File: src/rtl/icache_refill_engine.sv
// Instruction-cache line refill over an Avalon-MM read burst, critical beat first with wrap.
// Early-instruction bypass from the refill buffer is built only when ICACHE_REFILL_BYPASS_EN is defined.
module icache_refill_engine #(
    parameter int unsigned BUS_W       = 64,
    parameter int unsigned OFFSET_BITS = 6,
    parameter int unsigned INDEX_BITS  = 6,
    parameter int unsigned TAG_BITS    = 32 - INDEX_BITS - OFFSET_BITS,
    localparam int unsigned LINE_W     = 8 * (2 ** OFFSET_BITS),
    localparam int unsigned BEATS      = LINE_W / BUS_W,
    localparam int unsigned BEAT_BITS  = $clog2(BEATS),
    localparam int unsigned BYTE_BITS  = $clog2(BUS_W / 8),
    localparam int unsigned BURST_W    = BEAT_BITS + 1
) (
    input  logic                   clock,
    input  logic                   reset,
    output logic [31:0]            avm_address,
    output logic                   avm_read,
    output logic [BURST_W-1:0]     avm_burstcount,
    input  logic [BUS_W-1:0]       avm_readdata,
    input  logic                   avm_waitrequest,
    input  logic                   avm_readdatavalid,
    input  logic                   req_valid,
    output logic                   req_ready,
    input  logic [TAG_BITS-1:0]    req_tag,
    input  logic [INDEX_BITS-1:0]  req_index,
    input  logic [OFFSET_BITS-1:0] req_offset,
    input  logic                   abort,
    output logic                   fill_valid,
    output logic [TAG_BITS-1:0]    fill_tag,
    output logic [INDEX_BITS-1:0]  fill_index,
    output logic [LINE_W-1:0]      fill_line,
    output logic                   busy,
    input  logic [TAG_BITS-1:0]    lookup_tag,
    input  logic [INDEX_BITS-1:0]  lookup_index,
    input  logic [OFFSET_BITS-1:0] lookup_offset,
    output logic                   bypass_hit,
    output logic [31:0]            bypass_instruction
);

    typedef enum logic [1:0] {StIdle, StReq, StData, StDone} state_e;

    state_e                  state_q;
    logic [TAG_BITS-1:0]     tag_q;
    logic [INDEX_BITS-1:0]   index_q;
    logic [BEAT_BITS-1:0]    crit_q;
    logic [BEAT_BITS-1:0]    wr_ptr_q;
    logic [BEAT_BITS-1:0]    count_q;
    logic [BEATS-1:0]        mask_q;
    logic                    aborted_q;
    logic                    avm_read_q;
    logic                    fill_valid_q;
    logic [LINE_W-1:0]       line_q;

    always_ff @(posedge clock or posedge reset) begin
        if (reset) begin
            state_q      <= StIdle;
            tag_q        <= '0;
            index_q      <= '0;
            crit_q       <= '0;
            wr_ptr_q     <= '0;
            count_q      <= '0;
            mask_q       <= '0;
            aborted_q    <= 1'b0;
            avm_read_q   <= 1'b0;
            fill_valid_q <= 1'b0;
        end else begin
            fill_valid_q <= 1'b0;
            unique case (state_q)
                StIdle: begin
                    if (req_valid) begin
                        tag_q      <= req_tag;
                        index_q    <= req_index;
                        crit_q     <= req_offset[OFFSET_BITS-1:BYTE_BITS];
                        wr_ptr_q   <= req_offset[OFFSET_BITS-1:BYTE_BITS];
                        count_q    <= '0;
                        mask_q     <= '0;
                        aborted_q  <= 1'b0;
                        avm_read_q <= 1'b1;
                        state_q    <= StReq;
                    end
                end
                StReq: begin
                    if (abort) aborted_q <= 1'b1;
                    if (!avm_waitrequest) begin
                        avm_read_q <= 1'b0;
                        state_q    <= StData;
                    end
                end
                StData: begin
                    if (abort) aborted_q <= 1'b1;
                    // Burst cannot be cancelled on Avalon, so every beat is drained even after abort.
                    if (avm_readdatavalid) begin
                        mask_q[wr_ptr_q] <= 1'b1;
                        wr_ptr_q         <= wr_ptr_q + 1'b1;
                        count_q          <= count_q + 1'b1;
                        if (count_q == BEAT_BITS'(BEATS - 1)) state_q <= StDone;
                    end
                end
                StDone: begin
                    fill_valid_q <= !aborted_q && !abort;
                    if (abort) aborted_q <= 1'b1;
                    state_q      <= StIdle;
                end
            endcase
        end
    end

    // Line buffer intentionally has no reset.
    always_ff @(posedge clock) begin
        if (state_q == StData && avm_readdatavalid) begin
            line_q[BUS_W*wr_ptr_q +: BUS_W] <= avm_readdata;
        end
    end

    assign avm_address    = {tag_q, index_q, crit_q, {BYTE_BITS{1'b0}}};
    assign avm_read       = avm_read_q;
    assign avm_burstcount = BURST_W'(BEATS);
    assign req_ready      = (state_q == StIdle);
    assign busy           = (state_q != StIdle);
    assign fill_valid     = fill_valid_q;
    assign fill_tag       = tag_q;
    assign fill_index     = index_q;
    assign fill_line      = line_q;

`ifdef ICACHE_REFILL_BYPASS_EN
    logic [BEAT_BITS-1:0] lookup_beat;
    logic [1:0]           unused_lookup;

    assign lookup_beat        = lookup_offset[OFFSET_BITS-1:BYTE_BITS];
    assign bypass_hit         = busy && !aborted_q && (lookup_tag == tag_q) &&
                                (lookup_index == index_q) && mask_q[lookup_beat];
    assign bypass_instruction = line_q[32*lookup_offset[OFFSET_BITS-1:2] +: 32];
    assign unused_lookup      = lookup_offset[1:0];
`else
    logic unused_lookup;

    assign bypass_hit         = 1'b0;
    assign bypass_instruction = 32'h0;
    assign unused_lookup      = ^{lookup_tag, lookup_index, lookup_offset, mask_q};
`endif

    logic [BYTE_BITS-1:0] unused_req_offset;
    assign unused_req_offset = req_offset[BYTE_BITS-1:0];

endmodule
File: config.mk
export PLATFORM = sky130hd
export DESIGN_NAME = icache_refill_engine
export DESIGN_NICKNAME = d
export VERILOG_FILES = /design/src/rtl/icache_refill_engine.sv
export SDC_FILE = /design/constraint.sdc
export NUM_CORES = 1
export LEC_CHECK = 0
export CAP_MARGIN = 15
export CORE_AREA = 2 2 290 292
export DETAILED_ROUTE_END_ITERATION = 7
export DIE_AREA = 0 0 292 294
export PLACE_DENSITY = 0.53
export SLEW_MARGIN = 20
export SYNTH_ARGS = -nofsm -noshare
export SYNTH_HDL_FRONTEND = slang
export SYNTH_SLANG_ARGS = --single-unit
File: constraint.sdc
create_clock -name clock -period 5.1 [get_ports clock]
set_input_delay 0.51 -clock clock [delete_from_list [all_inputs] [get_ports clock]]
set_output_delay 0.51 -clock clock [all_outputs]
set_load 0.02 [all_outputs]
After elaboration in Yosys (flattened, before gate mapping):

Cells that the tools add are included.

* add/subtract/negate cells: 3
* equality and inequality tests: 9
* shift operators: 2
* mux-type cells: 19
* reductions and logical operators: 14

Operator list (number)
* 512-bit bitwise mux: 1
* 64-bit by 34-bit variable shift with 512-bit output, first input constant: 1
* 64-bit by 34-bit variable part select with 512-bit output: 1
* 9-bit negator with 34-bit output: 1
* 3-bit two-way mux: 4
* 3-bit one-hot mux with 2 select lines: 2
* 2-bit two-way mux: 4
* 2-bit inequality test, second input constant: 4
* 2-bit one-hot mux with 4 select lines: 1
* 3-bit by 1-bit adder with 3-bit output, second input constant: 2
* 3-bit AND reduction: 2
* 2-bit nonzero test: 3
* 1-bit two-way mux: 5
* 2-bit == test, second input constant: 2
* 1-bit one-hot mux with 2 select lines: 2
* 2-bit AND reduction: 2
* 4-bit AND reduction: 1
* 3-bit == test, second input constant: 1
* 3-bit OR reduction: 1
* 2-bit by 1-bit == test with 1-bit output, second input constant: 1
* 1-bit logical AND: 2
* 1-bit zero test: 2
* 2-bit zero test: 1
* 2-bit by 1-bit inequality test with 1-bit output, second input constant: 1

* flip-flop bits (word level): 552
* input port bits: 134
* logic and storage cells: 57

Longest topological paths before layout:

Gate-level depths: netlist (run 1).

* depth in word-level cells: 4
* mapped depth: 8
* depth with buffers taken out: 6

Least setup slack after synthesis (run 1):

OpenSTA, ideal clock, no wires.

* kind: flip-flop to flip-flop
* from: register wr_ptr_q[1] (netlist name)
* to: register line_q[448] (netlist: fill_line[448]) (enable)
* library setup time: 0.486 ns
* data arrival time: 4.313 ns
* required time: 4.614 ns
* path slack: 0.300 ns
* stages on the path, launching flop included: 8
* period minus slack after synthesis: 4.800 ns
* path through: dfrtp_1 -> inv_1 -> ha_1 -> ha_1 -> or2_2 -> clkbuf_1 -> clkbuf_1 -> nor2_1

RTL lines
* to (signal, indexed assignment): RTL line 111 `line_q[BUS_W*wr_ptr_q +: BUS_W] <= avm_readdata;`
* to (decl): RTL line 52 `logic [LINE_W-1:0] line_q;`

==> flow_summary_export.csv, run 1 <==
group,metric,value,unit
worst_setup_path,path_cells,"inv_1, ha_1, ha_1, or2_2, nor2_4, buf_12",
grt,grt-ovfl-total,0,
floorplan,start_util,0.253,
sta,max_freq,299,MHz
power,power,0.0143,W
yosys,synth_seq_cells,552,
floorplan,dieArea,0.0858,mm²
routing,post-route-drc-count,0,
yosys,synth_cells,1373,
sta,max_slew_margin,0.255,
sta,slew_viol_final,0,
placement,dp_hpwl,55100,µm
worst_setup_path,worst-r2r-setup-slack,1.76,ns
sta,hold_violations,0,
worst_setup_path,arrival,3.61,ns
worst_setup_path,path_delay_family,"simple AND/OR/NAND/NOR gates",
clocking,postCtsResizedCells,0,
routing,via_per_inst,4.19,
grt,antenna_found_initial,11,
routing,wl,78900,µm
floorplan,die_h,294,µm
sta,min_period,3.34,ns
sta,finalSetupViolations,0,
power,irDropWorstVdd,0.418,mV
sta,worst_slew_pin_slew,1.12,ns
grt,grt_pass1_vias,13400,
sta,period_share,0.655,
clocking,numClockSinks,552,
yosys,synthSimpleGateAreaFrac,0.147,
layout,area_growth,45.8,%
yosys,synthesis.area,0.0210,mm²
clocking,clk_pin_slew,0.06,ns
yosys,ys.warnings.count,0,
routing,drt_pre_antenna_iters,5,
layout,postLayoutCellArea,0.0306,mm²
yosys,synth_mux_area_frac,0.0166,
yosys,synth_cell_types,38,
routing,wl_per_cell,24.9,µm
sta,fin_setup_tns,0,ns
power,power.leakage,11.2,nW
floorplan,ios,745,
worst_setup_path,crit_cells,6,
floorplan,row_count,106,
worst_setup_path,reg2reg_depth,6,
clocking,clock_latency,0.65,ns
layout,layout.area.seq,0.0164,mm²
yosys,async_flop_share,0.0725,
run,max_cap_viol_count,0,
placement,place_area,0.0286,mm²
yosys,synth_edf_count,512,
sta,skew,0.0290,ns
clocking,h-tree-depth,2,
power,power.density,468,mW/mm²
worst_setup_path,crit_buf_inv,2,
yosys,avgSynthCellArea,15.3,µm²
worst_setup_path,cpMaxStageDelayCell,"nor2_4",
worst_setup_path,worstSetupPathType,"flip-flop to flip-flop",
worst_setup_path,crit_top_cell,"ha_1",
worst_setup_path,timing.rr.start,"wr_ptr_q[1]$_DFFE_PP0P_",
clocking,holdBufCountCts,0,
floorplan,coreArea,0.0829,mm²
yosys,yosys.area_share.adder,0.00656,
layout,multiInputGateArea,0.00395,mm²
placement,io_buffers,669,
clocking,cts_setup_buffers,0,
worst_setup_path,cp.required,5.37,ns
clocking,tritoncts,"done",
grt,grt_max_degree,65,
sta,rsz0062_at_grt,"no",
yosys,synth_top_family_by_area,"simple AND/OR/NAND/NOR gates",
grt,grt_use_total,0.178,
run_status,status,"completed",
worst_setup_path,startpoint_type,"flip-flop",
yosys,synth_ff_type,"edfxtp_1",
worst_setup_path,r2r_end,"fill_line[487]$_DFFE_PP_",
placement,gp_congestion,0.790,
layout,drive_above_1_share,0.0741,
yosys,ys_seq_area_frac,0.781,
routing,ant_nets,0,
layout,layout.nets,2178,
grt,grt_pass1_wl,108000,µm
yosys,synth_compound_area_frac,0.00692,
clocking,numCtsBuffers,61,
clocking,cts_buffer_depth,3,
worst_setup_path,critical_path_peak_fanout,48,
routing,num_vias,13200,
layout,layout_common_cells,"clkdlybuf4s50_1 (669), edfxtp_1 (512), nor2_1 (257), and2_1 (256), nand2_1 (72)",
worst_setup_path,end_kind,"flip-flop",
clocking,cts_root_buf,"clkbuf_16",
yosys,synth-xor-area-share,0,
layout,layout_commonest_cell,"clkdlybuf4s50_1",
layout,fillerInstances,7897,
floorplan,dieWidth,292,µm
min_path,hp-class,"input pin to asynchronous set/reset pin",
worst_setup_path,cpPeakStageDelay,0.78,ns
routing,first_iter_violations,814,
-- synth_stat cells (all sizes together), types with 2 or more instances --
library cell / number / area share
o21ai: 3 / 0.00072
and2: 256 / 0.076
nand2b: 7 / 0.0021
a21oi: 4 / 0.00095
conb: 2 / 0.00036
buf: 102 / 0.034
nor4: 3 / 0.0030
dfrtp: 40 / 0.048
mux2: 30 / 0.016
clkbuf: 30 / 0.0067
nor2b: 2 / 0.00060
nor2: 265 / 0.048
ha: 11 / 0.0066
inv: 8 / 0.0014
o22a: 4 / 0.0017
a22o: 3 / 0.0013
nand2: 73 / 0.013
o2bb2ai: 2 / 0.00084
nand3: 2 / 0.00072
or3: 2 / 0.00060
edfxtp: 512 / 0.73
-- tightest hold or removal path, cell delays in order --
cell and delay, ns:
clkdlybuf4s50_1 0.40, clkinv_1 0.04, buf_4 0.44
-- through the flow --
stage / setup WS [ns] / hold slack (ns) / cells / util
after floorplan: 0.300 / 0.407 / 1411 / -
after global placement: 1.63 / 0.426 / 3050 / 0.345
after detailed placement: 1.60 / 0.430 / 3050 / 0.345
after CTS: 1.65 / 0.297 / 3159 / 0.369
after global routing: 1.58 / 0.340 / 3159 / 0.369
final: 1.76 / 0.318 / 3161 / 0.369
-- cell families after synthesis --
logic type | Yosys count
AO/OA/AOI/OAI | 20
adder cells (fa/ha/maj) | 11
buffers and inverters | 140
flip-flops | 552
multiplexers | 31
other | 2
AND/OR/NAND/NOR | 617
-- cell type report --
class,count,share of cell area
sequential,552,0.536
antenna,2,0.000164
clock buffer,72,0.0513
multi-input combinational,719,0.129
timing repair buffer,691,0.226
tap,1080,0.0442
clock inverter,37,0.0122
inverter,8,0.000982
-- power breakdown --
group / leakage, nW / switching (W) / internal [W]
logic: 4.48 / 0.00287 / 0.00135
clock network: 0.943 / 0.00188 / 0.00245
registers: 5.74 / 0.000172 / 0.00558
total: 11.2 / 0.00492 / 0.00939
-- layer usage --
layer | track usage | up-vias | part of all wire
li1 | - | 5951 | -
met1 | 0.208 | 6501 | 0.38
met2 | 0.316 | 671 | 0.51
met3 | 0.0548 | 110 | 0.085
met4 | 0.0500 | 6 | 0.027
met5 | 0 | - | 0.00041
-- sequential cells by signal (all words and copies together), names as in the netlist --
register and cells:
fill_line 512, aborted_q 1, wr_ptr_q 3, state_q 2
fill_index 6, avm_read 1, fill_valid 1, count_q 3
crit_q 3, fill_tag 20
-- worst max path at each step --
stage / from / endpoint / slack (ns)
4_1_cts: wr_ptr_q[1]$_DFFE_PP0P_ / fill_line[487]$_DFFE_PP_ / 1.65
3_3_place_gp: avm_readdatavalid / fill_line[396]$_DFFE_PP_ / 1.63
5_1_grt: wr_ptr_q[1]$_DFFE_PP0P_ / fill_line[487]$_DFFE_PP_ / 1.58
2_1_floorplan: wr_ptr_q[1]$_DFFE_PP0P_ / fill_line[448]$_DFFE_PP_ / 0.30
6_report: wr_ptr_q[1]$_DFFE_PP0P_ / fill_line[487]$_DFFE_PP_ / 1.76
3_5_place_dp: avm_readdatavalid / fill_line[396]$_DFFE_PP_ / 1.60
Power figures use the tool's default switching activity.
==> run 2: changes to the inputs <==
- CORE_AREA: 2 2 290 292 -> 2 2 294 296
- DIE_AREA: 0 0 292 294 -> 0 0 296 298
- PLACE_DENSITY: 0.53 -> 0.5
- clock period: 5.1 -> 3.2 ns (I/O delays scaled with it)
==> flow_summary_export.csv, run 2 (same netlist as run 1, synthesis figures left out) <==
group,metric,value,unit
worst_setup_path,worst-r2r-setup-slack,0.60,ns
sta,period_share,0.814,
clocking,clock_latency,0.60,ns
floorplan,die_h,298,µm
routing,routed.top_layer,"met5",
routing,wl,81900,µm
grt,grt_use_total,0.182,
sta,holdWs,0.115,ns
sta,finalSetupViolations,0,
worst_setup_path,critical_path_peak_fanout,20,
layout,postLayoutCellArea,0.0312,mm²
floorplan,start_util,0.247,
worst_setup_path,cp.required,3.49,ns
grt,grt_max_degree,65,
clocking,clk_pin_slew,0.06,ns
min_path,hp-class,"input pin to asynchronous set/reset pin",
floorplan,ios,745,
worst_setup_path,crit_cells,6,
power,irDropWorstVdd,0.605,mV
worst_setup_path,arrival,2.89,ns
layout,layout_common_cells,"clkdlybuf4s50_1 (669), edfxtp_1 (512), nor2_1 (257), and2_1 (256), nand2_1 (72)",
sta,max_slew_margin,0.498,
worst_setup_path,startpoint_type,"flip-flop",
clocking,cts_root_buf,"clkbuf_16",
worst_setup_path,cpMaxStageDelayCell,"nor2_4",
routing,wl_per_cell,25.1,µm
routing,via_per_inst,4.16,
clocking,numClockSinks,552,
layout,largest_register_ffs,512,
clocking,cts_setup_buffers,0,
routing,wl_met1,29600,µm
power,power.density,757,mW/mm²
sta,worst_slew_pin_slew,0.752,ns
sta,fin_ws,0.596,ns
worst_setup_path,path_delay_family,"simple AND/OR/NAND/NOR gates",
sta,max_freq,384,MHz
layout,layout.nets,2203,
worst_setup_path,crit_end,"fill_line[221]$_DFFE_PP_",
worst_setup_path,path_cells,"inv_1, ha_1, ha_1, or3_1, nor2_4, buf_12",
worst_setup_path,timing.rr.start,"wr_ptr_q[1]$_DFFE_PP0P_",
clocking,cts_buffer_depth,3,
routing,num_vias,13600,
layout,fillerInstances,8216,
clocking,tritoncts,"done",
clocking,holdBufCountCts,0,
routing,met2_length,43300,µm
grt,grt_pass1_vias,14000,
grt,grt-ovfl-total,0,
worst_setup_path,crit_buf_inv,2,
sta,fin_setup_tns,0,ns
run,max_cap_viol_count,0,
routing,wl_met3,6890,µm
clocking,h-tree-depth,3,
power,power.leakage,11.4,nW
worst_setup_path,end_kind,"flip-flop",
worst_setup_path,reg2reg_depth,6,
worst_setup_path,crit_start,"wr_ptr_q[1]$_DFFE_PP0P_",
worst_setup_path,r2r_end,"fill_line[221]$_DFFE_PP_",
layout,layout_commonest_cell,"clkdlybuf4s50_1",
sta,rsz0062_at_grt,"no",
routing,first_iter_violations,839,
run_status,status,"completed",
sta,slew_viol_final,0,
placement,gp_congestion,0.805,
floorplan,dieWidth,296,µm
sta,hold_violations,0,
placement,io_buffers,669,
layout,area_growth,48.8,%
layout,drive_above_1_share,0.0886,
sta,skew,0.0320,ns
clocking,postCtsResizedCells,0,
floorplan,coreArea,0.0849,mm²
worst_setup_path,crit_top_cell,"ha_1",
routing,ant_nets,0,
sta,min_period,2.60,ns
placement,dp_hpwl,59500,µm
routing,post-route-drc-count,0,
floorplan,dieArea,0.0882,mm²
worst_setup_path,worstSetupPathType,"flip-flop to flip-flop",
clocking,numCtsBuffers,67,
layout,final_util,0.368,
worst_setup_path,cpPeakStageDelay,0.56,ns
placement,place_ws,0.521,ns
placement,place_area,0.0290,mm²
routing,drt_pre_antenna_iters,4,
grt,antenna_found_initial,7,
floorplan,row_count,107,
grt,grt_pass1_wl,112000,µm
[run 2: worst min path at each step]
stage                          startpoint                   endpoint  slack (ns)  cells past startpoint
global route                        reset   fill_tag[19]$_DFFE_PP0P_        0.15                      2
floorplan                           abort       fill_valid$_DFF_PP0_        0.39                      1
detailed placement  aborted_q$_DFFE_PP0P_       fill_valid$_DFF_PP0_        0.44                      1
global placement    aborted_q$_DFFE_PP0P_       fill_valid$_DFF_PP0_        0.43                      1
CTS                                 reset  fill_index[2]$_DFFE_PP0P_        0.09                      2
finish                              reset   fill_tag[19]$_DFFE_PP0P_        0.12                      2
[run 2: area by class of cell]
cell class,count,area [µm²],share of cell area
Clock buffer,78,1740,0.0557
Timing Repair Buffer,710,7250,0.232
Inverter,8,30.0,0.000962
Tap cell,1144,1430,0.0459
Clock inverter,44,417,0.0133
Sequential cell,552,16400,0.525
Multi-Input combinational cell,719,3950,0.127
Antenna cell,4,10.0,0.000321
[run 2: report_power, final]
| part | switching (W) | internal, W |
|---|---|---|
| combinational | 0.00457 | 0.00238 |
| sequential | 0.000310 | 0.00889 |
| clock | 0.00318 | 0.00428 |
| total | 0.00806 | 0.0156 |
[run 2: layer usage]
metal	vias up	track usage
met5	-	0
met4	2	0.0522
met3	104	0.0539
met2	653	0.336
met1	6777	0.198
li1	6016	-
[run 2: stage by stage]
| step | cells | total power, W |
|---|---|---|
| after floorplan | 1411 | 0.0134 |
| after global placement | 3133 | 0.0164 |
| after detailed placement | 3133 | 0.0165 |
| after CTS | 3255 | 0.0240 |
| after global routing | 3255 | 0.0247 |
| final | 3259 | 0.0236 |
==> run 3: changes to the inputs <==
- CORE_AREA: 2 2 294 296 -> 2 2 290 292
- DIE_AREA: 0 0 296 298 -> 0 0 292 294
- PLACE_DENSITY: 0.5 -> 0.53
- clock period: 3.2 -> 2.2 ns (I/O delays scaled with it)
==> flow_summary_export.csv, run 3 (same netlist as run 1, synthesis figures left out) <==
group,metric,value,unit
placement,dp_hpwl,61300,µm
power,irDropWorstVdd,0.959,mV
sta,finalSetupViolations,0,
floorplan,start_util,0.253,
sta,fin_ws,0.0346,ns
floorplan,dieArea,0.0858,mm²
worst_setup_path,worst-r2r-setup-slack,0.03,ns
placement,place_ws,-0.128,ns
grt,grt_use_total,0.183,
routing,wl_per_cell,25.4,µm
layout,insertedDiodeCount,0,
sta,rsz0062_at_grt,"yes",
sta,skew,0.0158,ns
layout,layout.area.seq,0.0164,mm²
routing,ant_nets,0,
sta,period_share,0.984,
routing,via_per_inst,4.27,
layout,layout_commonest_cell,"clkdlybuf4s50_1",
clocking,numClockSinks,552,
clocking,numCtsBuffers,60,
run,max_cap_viol_count,0,
sta,max_slew_margin,0.550,
grt,grt_pass1_wl,110000,µm
clocking,holdBufCountCts,0,
grt,grt-ovfl-total,0,
power,power.leakage,11.7,nW
floorplan,coreArea,0.0829,mm²
routing,wl_met1,29400,µm
worst_setup_path,arrival,2.49,ns
sta,slew_viol_final,0,
routing,met2_length,42700,µm
clocking,clock_latency,0.63,ns
clocking,h-tree-depth,2,
sta,max_freq,462,MHz
worst_setup_path,end_kind,"flip-flop",
grt,grt_pass1_vias,14100,
floorplan,row_count,106,
worst_setup_path,worstSetupPathType,"flip-flop to flip-flop",
sta,fin_setup_tns,0,ns
sta,worst_slew_pin_slew,0.673,ns
routing,post-route-drc-count,0,
run_status,status,"completed",
layout,layout_common_cells,"clkdlybuf4s50_1 (667), edfxtp_1 (512), and2_1 (256), nor2_1 (256), nand2_1 (71)",
min_path,hp-class,"input pin to asynchronous set/reset pin",
worst_setup_path,r2r_end,"fill_line[313]$_DFFE_PP_",
clocking,cts_root_buf,"clkbuf_16",
worst_setup_path,cp.required,2.52,ns
routing,wl,82000,µm
sta,min_period,2.17,ns
placement,io_buffers,669,
worst_setup_path,timing.rr.start,"wr_ptr_q[0]$_DFFE_PP0P_",
grt,antenna_found_initial,12,
routing,routed.top_layer,"met5",
placement,gp_congestion,0.790,
layout,drive_above_1_share,0.109,
power,power.density,1090,mW/mm²
grt,grt_max_degree,65,
floorplan,dieWidth,292,µm
routing,num_vias,13800,
floorplan,ios,745,
floorplan,die_h,294,µm
layout,multiInputGateArea,0.00404,mm²
sta,hold_violations,0,
clocking,cts_buffer_depth,3,
clocking,clk_pin_slew,0.06,ns
layout,largest_register_ffs,512,
clocking,tritoncts,"done",
layout,area_growth,51.0,%
routing,wl_met3,7290,µm
worst_setup_path,startpoint_type,"flip-flop",
layout,layout.nets,2242,
worst_setup_path,reg2reg_depth,7,
routing,first_iter_violations,876,
worst_setup_path,critical_path_peak_fanout,21,
routing,drt_pre_antenna_iters,5,
layout,fillerInstances,7823,
-- run 3: critical path: stages, from the launching register on --
cell	delay (ns)
dfrtp_2	0.36
inv_2	0.06
ha_4	0.17
ha_4	0.16
or4_4	0.58
nor2_4	0.19
buf_6	0.13
buf_12	0.16
-- run 3: cell type report --
type / count / share of cell area
multi-input cells: 719 / 0.127
repair buffers: 756 / 0.250
clock inverters: 40 / 0.0132
well taps: 1080 / 0.0427
flip-flops and latches: 552 / 0.517
inverters: 8 / 0.000948
clock buffers: 69 / 0.0485
-- run 3: how the worst max path moves through the flow --
stage	cells past startpoint	to	startpoint
floorplan	8	fill_line[256]$_DFFE_PP_	wr_ptr_q[1]$_DFFE_PP0P_
global placement	5	fill_line[303]$_DFFE_PP_	avm_readdatavalid
detailed placement	5	fill_line[303]$_DFFE_PP_	avm_readdatavalid
CTS	7	fill_line[312]$_DFFE_PP_	wr_ptr_q[0]$_DFFE_PP0P_
global route	7	fill_line[298]$_DFFE_PP_	wr_ptr_q[0]$_DFFE_PP0P_
finish	7	fill_line[313]$_DFFE_PP_	wr_ptr_q[0]$_DFFE_PP0P_
-- run 3: where the power goes --
group          switching [W]  internal [W]  total (W)
clock                0.00432       0.00573     0.0101
sequential          0.000422        0.0129     0.0133
combinational        0.00702       0.00421     0.0112
-- run 3: timing repair --
item | in CTS | in global routing
endpoints found under the setup margin | 69 | 126
pin swaps | 0 | 2
buffers inserted | 2 | 2
gates resized for setup | 13 | 7
cloned | 2 | 3
-- run 3: routing by layer --
layer	global-route usage	up-vias
li1	-	6081
met1	0.203	6880
met2	0.335	690
met3	0.0563	108
met4	0.0582	6
met5	0	-
-- run 3: stage by stage --
step	hold slack [ns]	cells	area, µm²	util	power [W]
after floorplan	0.290	1411	21300	-	0.0198
after global placement	0.428	3106	29500	0.356	0.0246
after detailed placement	0.439	3106	29500	0.356	0.0248
after CTS	0.0179	3219	31600	0.381	0.0350
after global routing	0.0877	3224	31700	0.382	0.0362
final	0.0477	3224	31700	0.382	0.0346
